==> config.mk <==
export PLATFORM = sky130hd
export DESIGN_NAME = uart_io_bridge
export DESIGN_NICKNAME = d
export VERILOG_FILES = /design/src/rtl/uart_io_bridge.sv
export SDC_FILE = /design/constraint.sdc
export NUM_CORES = 1
export LEC_CHECK = 0
export CAP_MARGIN = 10
export CORE_ASPECT_RATIO = 1.1
export CORE_MARGIN = 4
export CORE_UTILIZATION = 67
export CTS_CLUSTER_DIAMETER = 60
export DETAILED_ROUTE_END_ITERATION = 16
export PLACE_DENSITY = 0.85
export SYNTH_ARGS = -nofsm -noshare
export SYNTH_HDL_FRONTEND = slang
export SYNTH_SLANG_ARGS = --single-unit
==> constraint.sdc <==
create_clock -name clk -period 9.8 [get_ports clk]
set_clock_uncertainty 0.15 [all_clocks]
set_input_delay 1.96 -clock clk [delete_from_list [all_inputs] [get_ports clk]]
set_output_delay 1.96 -clock clk [all_outputs]
set_load 0.01 [all_outputs]
==> src/rtl/uart_io_bridge.sv <==
// uart_io_bridge
//   Board-side peer of the core's byte IO handshake. It receives 8N1 frames
//   from uart_rxd into an RX FIFO that the core drains through io_in_*. It
//   also accepts bytes from the core through io_out_* into a TX FIFO that is
//   serialised onto uart_txd as 8N1 frames.
//
// Ports
//   clk, rstn                  clock, synchronous active-low reset
//   uart_rxd / uart_txd        serial line in (async, idle high) / out (idle high)
//   io_in_rdy/vld/data         core pulls one received byte (RX FIFO head)
//   io_out_vld/data/rdy        core pushes one byte to transmit
//   rx_overrun                 sticky: received byte dropped, RX FIFO was full
//   rx_frame_err               sticky: received frame had a low stop bit
//
// RX / TX FSM states
//   state   | meaning
//   S_IDLE  | line idle; RX waits for a low rxs, TX waits for a queued byte
//   S_START | start bit; RX re-checks it at mid-bit, TX drives 0
//   S_DATA  | 8 data bits, LSB first
//   S_STOP  | stop bit; RX checks it and pushes the byte, TX drives 1

module uart_byte_fifo #(
  parameter int LOG2 = 4
) (
  input  logic       clk,
  input  logic       rstn,
  input  logic       push_i,
  input  logic       pop_i,
  input  logic [7:0] data_i,
  output logic [7:0] head_o,
  output logic       empty_o,
  output logic       full_o
);
  localparam int DEPTH = 1 << LOG2;
  localparam logic [LOG2:0] FULL_CNT = DEPTH[LOG2:0];

  logic [7:0]      mem_q [DEPTH];
  logic [LOG2-1:0] wr_ptr_q, rd_ptr_q;
  logic [LOG2:0]   count_q;
  logic            do_push, do_pop;

  assign empty_o = (count_q == '0);
  assign full_o  = (count_q == FULL_CNT);
  // Full/empty come from the registered count, so a push on a full FIFO is
  // dropped even if a pop happens in the same cycle.
  assign do_push = push_i && !full_o;
  assign do_pop  = pop_i && !empty_o;
  assign head_o  = empty_o ? 8'h00 : mem_q[rd_ptr_q];

  always_ff @(posedge clk) begin
    if (do_push) mem_q[wr_ptr_q] <= data_i;
  end

  always_ff @(posedge clk) begin
    if (!rstn) begin
      wr_ptr_q <= '0;
      rd_ptr_q <= '0;
      count_q  <= '0;
    end else begin
      if (do_push) wr_ptr_q <= wr_ptr_q + 1'b1;
      if (do_pop)  rd_ptr_q <= rd_ptr_q + 1'b1;
      case ({do_push, do_pop})
        2'b10:   count_q <= count_q + 1'b1;
        2'b01:   count_q <= count_q - 1'b1;
        default: count_q <= count_q;
      endcase
    end
  end
endmodule

module uart_io_bridge #(
  parameter int CLK_PER_BIT = 868,
  parameter int FIFO_LOG2   = 4
) (
  input  logic       clk,
  input  logic       rstn,
  input  logic       uart_rxd,
  output logic       uart_txd,
  input  logic       io_in_rdy,
  output logic       io_in_vld,
  output logic [7:0] io_in_data,
  input  logic       io_out_vld,
  input  logic [7:0] io_out_data,
  output logic       io_out_rdy,
  output logic       rx_overrun,
  output logic       rx_frame_err
);
  localparam logic [15:0] BIT_TC  = 16'(CLK_PER_BIT - 1);
  localparam logic [15:0] HALF_TC = 16'(CLK_PER_BIT / 2 - 1);

  typedef enum logic [1:0] {S_IDLE, S_START, S_DATA, S_STOP} state_t;

  state_t      rx_state_q, tx_state_q;
  logic [15:0] rx_cnt_q, tx_cnt_q;
  logic [2:0]  rx_bit_q, tx_bit_q;
  logic [7:0]  rx_shift_q, tx_shift_q;
  logic        rx_meta_q, rxs_q;
  logic        txd_q, overrun_q, frame_err_q;

  logic        rx_tc, tx_tc;
  logic        rx_push, rx_pop, rx_empty, rx_full;
  logic        tx_push, tx_pop, tx_empty, tx_full;
  logic [7:0]  tx_head;

  assign rx_tc = (rx_cnt_q == '0);
  assign tx_tc = (tx_cnt_q == '0);

  assign rx_push = (rx_state_q == S_STOP) && rx_tc && rxs_q;
  assign io_in_vld = io_in_rdy && !rx_empty;
  assign rx_pop    = io_in_vld;

  assign io_out_rdy = !tx_full;
  assign tx_push    = io_out_vld && io_out_rdy;
  // The stop bit hands over straight to the next start bit when more bytes
  // are queued, so back-to-back frames carry no extra idle time.
  assign tx_pop = ((tx_state_q == S_IDLE) || ((tx_state_q == S_STOP) && tx_tc)) && !tx_empty;

  assign uart_txd     = txd_q;
  assign rx_overrun   = overrun_q;
  assign rx_frame_err = frame_err_q;

  uart_byte_fifo #(.LOG2(FIFO_LOG2)) u_rx_fifo (
    .clk     (clk),
    .rstn    (rstn),
    .push_i  (rx_push),
    .pop_i   (rx_pop),
    .data_i  (rx_shift_q),
    .head_o  (io_in_data),
    .empty_o (rx_empty),
    .full_o  (rx_full)
  );

  uart_byte_fifo #(.LOG2(FIFO_LOG2)) u_tx_fifo (
    .clk     (clk),
    .rstn    (rstn),
    .push_i  (tx_push),
    .pop_i   (tx_pop),
    .data_i  (io_out_data),
    .head_o  (tx_head),
    .empty_o (tx_empty),
    .full_o  (tx_full)
  );

  always_ff @(posedge clk) begin
    if (!rstn) begin
      rx_meta_q <= 1'b1;
      rxs_q     <= 1'b1;
    end else begin
      rx_meta_q <= uart_rxd;
      rxs_q     <= rx_meta_q;
    end
  end

  always_ff @(posedge clk) begin
    if (!rstn) begin
      rx_state_q  <= S_IDLE;
      rx_cnt_q    <= '0;
      rx_bit_q    <= '0;
      rx_shift_q  <= '0;
      overrun_q   <= 1'b0;
      frame_err_q <= 1'b0;
    end else begin
      if (rx_push && rx_full) overrun_q <= 1'b1;
      case (rx_state_q)
        S_IDLE: begin
          if (!rxs_q) begin
            rx_state_q <= S_START;
            rx_cnt_q   <= HALF_TC;
          end
        end
        S_START: begin
          if (rx_tc) begin
            if (!rxs_q) begin
              rx_state_q <= S_DATA;
              rx_cnt_q   <= BIT_TC;
              rx_bit_q   <= '0;
            end else begin
              rx_state_q <= S_IDLE;
            end
          end else begin
            rx_cnt_q <= rx_cnt_q - 1'b1;
          end
        end
        S_DATA: begin
          if (rx_tc) begin
            rx_shift_q[rx_bit_q] <= rxs_q;
            rx_cnt_q             <= BIT_TC;
            if (rx_bit_q == 3'd7) rx_state_q <= S_STOP;
            else                  rx_bit_q   <= rx_bit_q + 1'b1;
          end else begin
            rx_cnt_q <= rx_cnt_q - 1'b1;
          end
        end
        S_STOP: begin
          if (rx_tc) begin
            if (!rxs_q) frame_err_q <= 1'b1;
            rx_state_q <= S_IDLE;
          end else begin
            rx_cnt_q <= rx_cnt_q - 1'b1;
          end
        end
        default: rx_state_q <= S_IDLE;
      endcase
    end
  end

  // txd is registered from the current state, so the line lags the FSM by
  // one clock; every bit still lasts exactly CLK_PER_BIT cycles.
  always_ff @(posedge clk) begin
    if (!rstn) begin
      tx_state_q <= S_IDLE;
      tx_cnt_q   <= '0;
      tx_bit_q   <= '0;
      tx_shift_q <= '0;
      txd_q      <= 1'b1;
    end else begin
      case (tx_state_q)
        S_START: txd_q <= 1'b0;
        S_DATA:  txd_q <= tx_shift_q[0];
        default: txd_q <= 1'b1;
      endcase
      case (tx_state_q)
        S_IDLE: begin
          if (tx_pop) begin
            tx_shift_q <= tx_head;
            tx_state_q <= S_START;
            tx_cnt_q   <= BIT_TC;
          end
        end
        S_START: begin
          if (tx_tc) begin
            tx_state_q <= S_DATA;
            tx_cnt_q   <= BIT_TC;
            tx_bit_q   <= '0;
          end else begin
            tx_cnt_q <= tx_cnt_q - 1'b1;
          end
        end
        S_DATA: begin
          if (tx_tc) begin
            tx_cnt_q   <= BIT_TC;
            tx_shift_q <= {1'b0, tx_shift_q[7:1]};
            if (tx_bit_q == 3'd7) tx_state_q <= S_STOP;
            else                  tx_bit_q   <= tx_bit_q + 1'b1;
          end else begin
            tx_cnt_q <= tx_cnt_q - 1'b1;
          end
        end
        S_STOP: begin
          if (tx_tc) begin
            if (tx_pop) begin
              tx_shift_q <= tx_head;
              tx_state_q <= S_START;
              tx_cnt_q   <= BIT_TC;
            end else begin
              tx_state_q <= S_IDLE;
            end
          end else begin
            tx_cnt_q <= tx_cnt_q - 1'b1;
          end
        end
        default: tx_state_q <= S_IDLE;
      endcase
    end
  end
endmodule

After elaboration in Yosys (flattened, before gate mapping)

Memories as Yosys holds them, arrays and structs flattened. A register that Yosys moved wholly into a read port is not among the register bits.
Index checks and enable logic that the tools add are counted.

$add $sub $neg: 12
Multipliers: 0
Divide/modulo/power cells: 0
Order comparisons: 2
Eq/ne operators: 29
Shift operators: 0
Muxes and demuxes: 53
Bitwise gates (word level): 1
Reductions and logical operators: 37

Operators by type and width:

| cell                                               | number |
|---|---|
| 2-to-1 mux 16 bit                                  | 8 |
| one-hot mux 16 bit (4 select lines)                | 1 |
| one-hot mux 16 bit (3 select lines)                | 1 |
| 2-to-1 mux 8 bit                                   | 5 |
| zero test 16 bit                                   | 2 |
| subtractor 16 x 1 -> 16 bit, second input constant | 2 |
| != test 2 bit, second input constant               | 13 |
| one-hot mux 8 bit (3 select lines)                 | 1 |
| 2-to-1 mux 2 bit                                   | 11 |
| 2-to-1 mux 3 bit                                   | 7 |
| one-hot mux 5 bit (2 select lines)                 | 2 |
| adder 4 x 1 -> 4 bit, second input constant        | 4 |
| 2-to-1 mux 4 bit                                   | 4 |
| one-hot mux 2 bit (4 select lines)                 | 2 |
| AND reduction 5 bit                                | 3 |
| == test 2 bit, second input constant               | 6 |
| logical AND 1 bit                                  | 12 |
| one-hot mux 3 bit (2 select lines)                 | 2 |
| adder 5 x 1 -> 5 bit, second input constant        | 2 |
| == test 5 bit, second input constant               | 2 |
| zero test 5 bit                                    | 2 |
| subtractor 5 x 1 -> 5 bit, second input constant   | 2 |
| AND reduction 3 bit                                | 3 |
| bitwise mux 8 bit                                  | 1 |
| other kinds (19)                                   | 36 |

Register bits: 89
Latch bits: 0
RAM bits: 256
Bits in read-only memories: 0
Output and inout bits: 13
Logic and storage cells: 155
Memories kept: 2

Memories:

| memory          | words | bits a word | rd ports | clocked after memory_dff | wr ports | RTL line | source |
|---|---|---|---|---|---|---|---|
| u_rx_fifo.mem_q | 16    | 8           | 1        | 1                        | 1        | 37       | `logic [7:0] mem_q [DEPTH];` |
| u_tx_fifo.mem_q | 16    | 8           | 1        | 1                        | 1        | 37       |  |

Depth between registers and ports, before layout

Gate-level depths: netlist of the first run.

Word-level depth: 7
Gate-level depth with buffers: 15

Cells and area by module

A second synthesis of the first run with hierarchy kept.

Cells, all modules: 1135
Area, all modules: 15884.0 um2

Modules (own cells, without submodules):

| module         | times used | cells an instance | area an instance (um2) | sequential area each (um2) |
|---|---|---|---|---|
| uart_byte_fifo | 2          | 338               | 6014.5                 | 4184.0 |
| uart_io_bridge | 1          | 459               | 3854.9                 | 1261.2 |

Worst setup path before layout of the first run

OpenSTA, ideal clock, no wires.

Path kind: input -> output
Start point: input port io_in_rdy
End point: output port io_in_vld
Arrival time: 2.362 ns
Setup slack: 5.328 ns
Stages on the path: 2
Cells stage by stage: nor2b_1 > clkbuf_1

Longest elaborated chain between the ends: 1

Ends and longest elaborated chain:

| element           | RTL line | source |
|---|---|---|
| from (decl)       | 79       | `input logic io_in_rdy,` |
| logical AND 1 bit | 109      | `assign io_in_vld = io_in_rdy && !rx_empty;` |
| to (decl)         | 80       | `output logic io_in_vld,` |

Every way passes these cells.

Final worst setup path of the first run

Same ends and word-level chain as after synthesis.

==> summary.txt, run 1 <==
==========================================================================================
Run status ..................................................................    completed
Critical Path Fanout Max ....................................................            7
CTS tree ....................................................................        built
Power Dens Cells ............................................................ 248.6 mW/mm^2
Nets@finish .................................................................         1092
Classification of the worst-slack hold path ................................. register to register
Antenna violations before repair ............................................            0
CTS H-Tree Depth ............................................................            2
Remaining antenna violation count after routing .............................            0
Syn-to-layout area delta ....................................................       11.26%
Placement Rows ..............................................................           57
Number of cells on the worst reg-to-reg path ................................           13
Sort of element at the start of the critical path ...........................    input pin
Post-synthesis instance area ................................................ 0.01510 sq mm
FMAX ........................................................................   0.1720 GHz
Yosys warning count .........................................................            0
Commonest non-fill, non-tap cells in the layout ............................. sky130_fd_sc_hd__edfxtp_1, sky130_fd_sc_hd__dfxtp_1, sky130_fd_sc_hd__mux4_2
Clock sink count ............................................................          353
WL per Instance .............................................................     22.72 um
Die area .................................................................... 0.02500 sq mm
Antenna diode count .........................................................            0
Grt total ovfl ..............................................................            0
Number of distinct standard cells referenced by the synthesized netlist .....           71
Global placer's final weighted congestion ...................................       0.8123
Critical path launch point ..................................................    io_in_rdy
Post-CTS setup buffers ......................................................            0
Post-synthesis cell count ...................................................         1021
Via count of the first global-routing pass ..................................         8921
CTS-repair resized insts ....................................................            0
Slew of the pin with the lowest slew margin .................................      1108 ps
Final setup violation count .................................................            0
Overall via count from detail_route .........................................         8757
Capture instance of the worst register-to-register path ..................... u_rx_fifo.count_q[4]
Internal reg-to-reg setup slack .............................................      6000 ps
FFs w/ async S/R, synth .....................................................           0%
Share of cells above drive strength 1 .......................................       16.48%
Endpoints failing hold ......................................................            0
Maximum number of pins on one net before global-route repair ................           93
Setup TNS ...................................................................         0 ps
Crit path to ................................................................    io_in_vld
First-pass GRT wire length ..................................................     49750 um
Source of the worst register-to-register timing path ........................ rx_cnt_q[10]
Post-synth top flop ......................................................... sky130_fd_sc_hd__edfxtp_1
Final-report max-slew violation count .......................................            0
Area of the core ............................................................ 0.02211 sq mm
Post-Synthesis Mean Instance Area ...........................................  14.79 sq um
Count of routing violations after the opening detailed-route iteration ......          739
Die Height ..................................................................     165.4 um
Number of synthesized flops with an enable pin ..............................          256
DRC errors left .............................................................            0
Drt via density .............................................................        6.397
Longest Clk Path Bufs .......................................................            3
Total Power Consumption .....................................................     4.175 mW
Start-to-end type of the worst setup path ................................... input pin to primary output
Cts hold-fix bufs ...........................................................            0
Number of filler instances in the final layout ..............................         1294
Sequential element share of the synthesized area ............................       63.79%
Commonest non-fill, non-tap cell in the layout .............................. sky130_fd_sc_hd__edfxtp_1
Arrival time worst endpoint .................................................      3710 ps
RSZ-0062 raised after global routing ........................................           no
Least setup slack across all paths after layout .............................      3985 ps
Total of max-cap violations .................................................            0
Worst EP required ...........................................................      7690 ps
I/O Pins ....................................................................           26
Routed wire length ..........................................................     31100 um
Kind of end point of the critical path ...................................... primary output
First-pass iteration count of the detailed router ...........................            5
Number of storage elements in the synthesis netlist .........................          353
Clock tree root driver cell ................................................. sky130_fd_sc_hd__clkbuf_16
Die X .......................................................................     151.1 um
Static leakage ..............................................................     5.557 nW
Clock edge transition at the registers on the reported setup and hold paths .        60 ps
Effective utilization at floorplan ..........................................       68.28%
Port Buffers ................................................................           25
Global-route usage over all layers ..........................................       26.17%
Peak VDD IR .................................................................    0.1992 mV
Worst slew margin relative to its limit .....................................       25.86%
Portion of the clock cycle consumed by the worst path in the final layout ...       59.34%
Total CTS buffers ...........................................................           36
Minimum clock period after layout ...........................................      5815 ps
Place WS ....................................................................      4023 ps
Post-synth net total ........................................................         1067
DPL Wire Length .............................................................     18920 um
Clock latency on the worst-skew pair ........................................       520 ps
==========================================================================================
## where the power goes
part | switching (mW) | total (mW) | internal (mW) | leakage [nW]
Combinational | 0.603 | 1.02 | 0.418 | 1.84
Sequential | 0.0872 | 1.77 | 1.68 | 3.13
Clock | 0.561 | 1.38 | 0.822 | 0.587
Total | 1.25 | 4.18 | 2.92 | 5.56
## sequential cells by signal, indices dropped and copies added (netlist names), 5 cells and up, named ones only
| register | cells |
|---|---|
| tx_cnt_q | 16 |
| u_tx_fifo.count_q | 5 |
| u_tx_fifo.mem_q | 128 |
| tx_shift_q | 8 |
| u_rx_fifo.count_q | 5 |
| rx_cnt_q | 16 |
| u_rx_fifo.mem_q | 128 |
| rx_shift_q | 8 |
## routing by layer
layer | vias up | share of wire, % | track usage (%)
met3 | 67 | 5.5 | 4.012
met5 | - | 0 | 0
met2 | 332 | 55 | 47.92
li1 | 3973 | - | -
met1 | 4385 | 37 | 31.88
met4 | 0 | 2.7 | 8.533
## cell type report
class                      instances  area, sq um  area share [%]
inverter                          24        90.09          0.5364
timing repair buffer              37        335.3           1.997
clock buffer                      49         1032           6.146
multi-input combinational        594         5164           30.75
sequential                       353         9633           57.36
tap                              295        369.1           2.198
clock inverter                    17        171.4           1.021
## logic make-up after synthesis
kind of cell	after synthesis	synth area share [%]
buf+inv	74	2.006
flops	353	63.79
fa+ha+maj	33	2.735
mux	91	12.66
simple gates	280	9.930
compound gates	161	7.194
xor+xnor	29	1.683
## worst max-delay path, cell delays in order
cell and delay, ps:
sky130_fd_sc_hd__clkdlybuf4s50_1 470, sky130_fd_sc_hd__nor2b_1 540, sky130_fd_sc_hd__clkdlybuf4s50_1 730
## worst min-delay path by stage
stage          cells past startpoint  slack, ps    end       from
5_1_grt                            1        270  rxs_q  rx_meta_q
2_1_floorplan                      1        240  rxs_q  rx_meta_q
4_1_cts                            1        270  rxs_q  rx_meta_q
3_3_place_gp                       1        250  rxs_q  rx_meta_q
6_report                           1        260  rxs_q  rx_meta_q
3_5_place_dp                       1        250  rxs_q  rx_meta_q
## Yosys cell counts (7+ instances only)
cell type	number	share of area, %
sky130_fd_sc_hd__clkbuf_1	33	0.82
sky130_fd_sc_hd__xnor2_1	20	1.2
sky130_fd_sc_hd__nor2b_1	22	0.91
sky130_fd_sc_hd__ha_1	33	2.7
sky130_fd_sc_hd__nor2_1	64	1.6
sky130_fd_sc_hd__o21ai_0	38	1.3
sky130_fd_sc_hd__and2_1	23	0.95
sky130_fd_sc_hd__a21oi_1	40	1.3
sky130_fd_sc_hd__inv_1	24	0.60
sky130_fd_sc_hd__buf_1	7	0.17
sky130_fd_sc_hd__a21boi_0	21	1.0
sky130_fd_sc_hd__edfxtp_1	256	51
sky130_fd_sc_hd__mux4_2	80	12
sky130_fd_sc_hd__nand2b_1	12	0.50
sky130_fd_sc_hd__buf_2	7	0.23
sky130_fd_sc_hd__a22oi_1	9	0.45
sky130_fd_sc_hd__xor2_1	9	0.52
sky130_fd_sc_hd__nand2_1	54	1.3
sky130_fd_sc_hd__dfxtp_1	97	13
sky130_fd_sc_hd__nor3_1	28	0.93
sky130_fd_sc_hd__nand3_1	13	0.43
sky130_fd_sc_hd__mux2i_1	11	0.73
sky130_fd_sc_hd__or3_1	10	0.41
sky130_fd_sc_hd__nor4_1	10	0.41
## metrics by stage
| step | cell area [sq um] | instances | utilization (%) | hold slack [ps] |
|---|---|---|---|---|
| after floorplan | 15100 | 1021 | - | 236.3 |
| after global placement | 15590 | 1303 | 70.52 | 250.5 |
| final | 16790 | 1369 | 75.96 | 259.5 |
| after global routing | 16790 | 1369 | 75.96 | 272.4 |
| after CTS | 16790 | 1369 | 75.96 | 265.4 |
| after detailed placement | 15590 | 1303 | 70.52 | 245.7 |
Note: power is estimated with default switching activity, not from simulation.
==> run 2: changes to the inputs <==
--- a/config.mk
+++ b/config.mk
@@ -8,10 +8,10 @@
 export CAP_MARGIN = 10
 export CORE_ASPECT_RATIO = 1.1
 export CORE_MARGIN = 4
-export CORE_UTILIZATION = 67
+export CORE_UTILIZATION = 62
 export CTS_CLUSTER_DIAMETER = 60
 export DETAILED_ROUTE_END_ITERATION = 16
-export PLACE_DENSITY = 0.85
+export PLACE_DENSITY = 0.79
 export SYNTH_ARGS = -nofsm -noshare
 export SYNTH_HDL_FRONTEND = slang
 export SYNTH_SLANG_ARGS = --single-unit
==> constraint.sdc (replaced) <==
create_clock -name clk -period 6 [get_ports clk]
set_clock_uncertainty 0.15 [all_clocks]
set_input_delay 1.2 -clock clk [delete_from_list [all_inputs] [get_ports clk]]
set_output_delay 1.2 -clock clk [all_outputs]
set_load 0.01 [all_outputs]
==> summary.txt, run 2 (same netlist as run 1, synthesis figures left out) <==
==========================================================================================
CP max stage cell ........................................................... sky130_fd_sc_hd__dfxtp_1
I/O Pins ....................................................................           26   unchanged
Maximum number of pins on one net before global-route repair ................           64   -31%
Internal reg-to-reg setup slack .............................................      2150 ps   -3850 ps
Syn-to-layout area delta ....................................................       11.34%   about the same
Die area .................................................................... 0.02691 sq mm   +7.6%
Die X .......................................................................     156.8 um   +3.7%
Clock latency on the worst-skew pair ........................................       510 ps   about the same
Clock tree root driver cell ................................................. sky130_fd_sc_hd__clkbuf_16
Kind of end point of the critical path ...................................... primary output
Critical Path Fanout Max ....................................................           18   +11
Final setup violation count .................................................            0   unchanged
Worst slew margin relative to its limit .....................................       22.86%   -3.0 points
Total of max-cap violations .................................................            0   unchanged
Commonest non-fill, non-tap cell in the layout .............................. sky130_fd_sc_hd__edfxtp_1
Antenna diode count .........................................................            0   unchanged
Number of filler instances in the final layout ..............................         1493   +15%
Classification of the worst-slack hold path ................................. register to register
Area of the core ............................................................ 0.02384 sq mm   +7.8%
Core utilization of the finished layout .....................................       70.49%   -5.5 points
First-pass GRT wire length ..................................................     46990 um   -5.5%
Cts hold-fix bufs ...........................................................            0   unchanged
Global placer's final weighted congestion ...................................       0.8232   +1.3%
Worst EP required ...........................................................      4650 ps   -3040 ps
Cell breakdown of the critical path ......................................... buf_4 > mux4_2 > mux4_2 > nor2b_1 > clkdlybuf4s50_1
Peak VDD IR .................................................................    0.2949 mV   +48%
Placement Rows ..............................................................           59   +3.5%
Routed wire length ..........................................................     29220 um   -6.1%
Sort of element at the start of the critical path ...........................     register
Source of the worst register-to-register timing path ........................ rx_cnt_q[10]
Minimum clock period after layout ...........................................      4639 ps
DPL Wire Length .............................................................     18440 um   -2.5%
FMAX ........................................................................   0.2155 GHz
Count of routing violations after the opening detailed-route iteration ......          878   +19%
First-pass iteration count of the detailed router ...........................            5   unchanged
Most numerous cell on the critical path ..................................... sky130_fd_sc_hd__mux4_2
Endpoints failing hold ......................................................            0   unchanged
Commonest non-fill, non-tap cells in the layout ............................. sky130_fd_sc_hd__edfxtp_1, sky130_fd_sc_hd__dfxtp_1, sky130_fd_sc_hd__mux4_2
Share of cells above drive strength 1 .......................................       17.01%   +0.53 points
Longest Clk Path Bufs .......................................................            3   unchanged
Total length of routed met2 wires ...........................................     15020 um   -12%
Non-Filler Instances ........................................................         1375   +0.44%
Arrival time worst endpoint .................................................      3290 ps   -420 ps
Antenna violations before repair ............................................            0   unchanged
Effective utilization at floorplan ..........................................       63.31%   -5.0 points
Global-route usage over all layers ..........................................       22.24%   -3.9 points
Post-CTS setup buffers ......................................................            0   unchanged
Grt total ovfl ..............................................................            0   unchanged
RSZ-0062 raised after global routing ........................................           no
Overall via count from detail_route .........................................         8622   -1.5%
Routed metal-1 wirelength ...................................................     11900 um   +3.1%
Maximum cell stage delay along the critical path ............................       880 ps   +150 ps
Highest routed metal layer ..................................................         met4
Slew of the pin with the lowest slew margin .................................      1151 ps   +42.84 ps
DRC errors left .............................................................            0   unchanged
WL per Instance .............................................................     21.25 um   -6.5%
Via count of the first global-routing pass ..................................         8537   -4.3%
Start-to-end type of the worst setup path ................................... register to primary output
CTS H-Tree Depth ............................................................            2   unchanged
Worst Hold Launch ...........................................................    rx_meta_q
Total CTS buffers ...........................................................           36   unchanged
Remaining antenna violation count after routing .............................            0   unchanged
Power Dens Cells ............................................................ 402.4 mW/mm^2   +62%
Static leakage ..............................................................     5.554 nW   about the same
Port Buffers ................................................................           25   unchanged
CTS tree ....................................................................        built
Run status ..................................................................    completed
Portion of the clock cycle consumed by the worst path in the final layout ...       77.32%
Nets@finish .................................................................         1089   -0.27%
Setup TNS ...................................................................         0 ps   unchanged
Die Height ..................................................................     171.7 um   +3.8%
Clock sink count ............................................................          353   unchanged
Clock edge transition at the registers on the reported setup and hold paths .        60 ps   about the same
Largest registers ranked by flip-flop count ................................. u_rx_fifo.mem_q (128), u_tx_fifo.mem_q (128)
Met3 wire len ...............................................................      1661 um   -2.8%
Drt via density .............................................................        6.271   -2.0%
Final-report max-slew violation count .......................................            0   unchanged
CTS-repair resized insts ....................................................            0   unchanged
Cells after DPL .............................................................         1308   +0.38%
==========================================================================================
-- run 2: metal layers --
metal	GRT usage [%]	vias to the layer above
met1	30.72	4319
met4	5.660	0
met5	0	-
li1	-	3970
met3	3.749	59
met2	37.42	274
-- run 2: final timing paths --
check / to / depth (start not counted)
setup reg to reg: u_rx_fifo.count_q[4] / 13
hold / removal: rxs_q / 1
setup / recovery: io_in_data[4] / 5
hold reg to reg: rxs_q / 1
-- run 2: area by class of cell --
type | instances | area [sq um] | area share, %
Clock buffer | 49 | 1032 | 6.142
Clock inverter | 16 | 162.7 | 0.9678
Inverter | 24 | 90.09 | 0.5360
Multi-Input combinational cell | 594 | 5184 | 30.84
Sequential cell | 353 | 9632 | 57.31
Tap cell | 305 | 381.6 | 2.271
Timing Repair Buffer | 34 | 325.3 | 1.936
-- run 2: where the power goes --
group	internal, mW	switching (mW)	total [mW]
Clock	1.31	0.912	2.22
Combinational	0.682	0.968	1.65
Sequential	2.75	0.143	2.89
Total	4.74	2.02	6.76
-- run 2: stage by stage --
stage               setup slack [ps]  cell area (sq um)  hold slack, ps  power (mW)
finish                          1361              16810           257.9       6.763
CTS                             1163              16780           259.1       6.786
detailed placement              1747              15580           244.8       4.569
floorplan                       2429              15100           236.3       4.240
global placement                1837              15580           241.6       4.512
global route                    1255              16810           262.5       7.120
-- run 2: worst max-delay path: cells and delay by family (launching register included) --
family | cells | cell delay (ps)
buf+inv | 2 | 880
flops | 1 | 880
simple gates | 1 | 150
mux | 2 | 860
==> RTL edit: new RTL, config.mk and constraints of run 1 <==
Re-encode `state_t` (4 states) as Gray code, 2 bits wide.
--- a/src/rtl/uart_io_bridge.sv
+++ b/src/rtl/uart_io_bridge.sv
@@ -90,3 +90,3 @@
 
-  typedef enum logic [1:0] {S_IDLE, S_START, S_DATA, S_STOP} state_t;
+  typedef enum logic [1:0] {S_IDLE = 2'b00, S_START = 2'b01, S_DATA = 2'b11, S_STOP = 2'b10} state_t;
 
Check against the original RTL: same outputs for any inputs over 4 cycles, from zero or initial values and one cycle with rstn low; so few cycles prove little.
==> RTL edit against run 1 <==
Global-route usage shrank 0.33 points; largest cell class unchanged; sequential cell count is the same; wire length shrank 2.9%; highest routed layer unchanged; cell area shrank 2.9%; area after synthesis shrank 2.4%; sequential share of layout area grew 1.7 points; power shrank 4.4%; maximum frequency grew 2.4%; worst setup slack gained 0.14 ns; critical path depth is the same.
==> RTL edit: results (changes against run 1) <==
STA
  – Worst-Margin Slew: 1.16 ns (+0.0535 ns)
  – Minimum clock period: 5.68 ns (-0.139 ns)
  – Hold slack: 0.260 ns (+0.000175 ns)

Power and ir drop
  – Maximum vdd drop: 175 uV (-12%)
  – Clock group: 0.00128 W (-7%)
  – Leak: 5.35 nW (-3.7%)
  – Switch share: 29.3% (-0.66 points)
  – Comb group: 0.000906 W (-11%)
  – Design Power: 0.00399 W (-4.4%)

Placed design
  – Final HPWL from detailed placement: 18.5 mm (-2.4%)
  – Post-place instance area: 0.0152 mm2 (-2.5%)
  – Global placement routability congestion: 0.845 (+4.0%)
  – Setup WS pre-CTS: 4.14 ns (+0.113 ns)

Detailed routing
  – WL met1: 11.6 mm (+0.16%)
  – DR vias/cell: 6.42 (+0.32%)
  – Met2 Wirelength: 16.1 mm (-5.3%)
  – Wire per inst: 22.9 um (+0.76%)
  – Met3 WL post-DR: 1.60 mm (-6.1%)
  – Starting DRT DRC Count: 678 (-8.3%)

Worst setup path
  – Register-to-register setup slack: 5.73 ns (-0.27 ns)
  – Reg2reg start: rx_cnt_q[7]
  – Worst path arrival time: 3.57 ns (-0.14 ns)

Synthesis
  – Post-synthesis compound-gate area fraction: 6.56% (-0.64 points)
  – Post-synth top cells: edfxtp_1, dfxtp_1, mux4_2
  – Mux share of post-synthesis cell area: 12.6% (-0.11 points)
  – Synth Area in Adders: 1.95% (-0.78 points)
  – Area share of xor/xnor cells in the synthesized design: 1.55% (-0.14 points)
  – Area contributors post-synth: edfxtp_1, dfxtp_1, mux4_2
  – Seq/Total Area, Yosys: 65.4% (+1.6 points)
  – Syn avg cell area: 14.9 um2 (+0.96%)
  – Distinct cell type count after synthesis: 61 (-14%)

GRT
  – Number of global-route vias before repair: 8510 (-4.6%)
  – First-pass GRT wire length: 48.1 mm (-3.4%)
  – Largest net degree at the start of global routing: 77 (-17%)
  – Met3 GRT Util: 4.74% (+0.73 points)
  – Routing usage on met2: 45.3% (-2.6 points)
  – Total track usage: 25.8% (-0.33 points)
  – GR met1 Demand/Resource: 33.0% (+1.1 points)

Min path
  – Worst hold path stage count: 1 (unchanged)
  – Hold Path End: rxs_q

CTS
  – Number of buffers created by CTS: 35 (-2.8%)

Final layout
  – Final non-filler cell total: 1319 (-3.7%)
  – Fin nets: 1039 (-4.9%)
  – Share of cells above drive strength 1: 15.5% (-0.93 points)

Outcome
  – Status: finished, final reports clean
[RTL edit: changes by cell type after synthesis, moves of 5 or more]
| cell | change |
|---|---|
| a21boi_0 | -15 |
| clkbuf_1 | +7 |
| ha_1 | -10 |
| inv_1 | -8 |
| nand3_1 | -5 |
| nor2_1 | -5 |
| nor2b_1 | +5 |
| nor3_1 | -7 |
| o31ai_1 | +9 |
| or4_1 | +6 |
[RTL edit: cells by family after synthesis]
kind of cell               count (synthesis)
DFF                                      353
buffers and inverters                     72
AOI/OAI and AO/OA                        149
xor gates and xnor gates                  26
adders and majority gates                 23
and+or+nand+nor                          278
muxes                                     86
[RTL edit: layout make-up]
type / count / area, um2
inverters: 16 / 60.1
well taps: 290 / 363
fillers: 1212 / 5190
flip-flops and latches: 353 / 9630
clock inverters: 18 / 161
multi-input cells: 562 / 4840
repair buffers: 35 / 324
clock buffers: 45 / 935
[RTL edit: critical path, cell delays in order]
cell and delay (ns):
clkdlybuf4s50_1 0.46, nor2b_1 0.50, clkdlybuf4s50_1 0.65
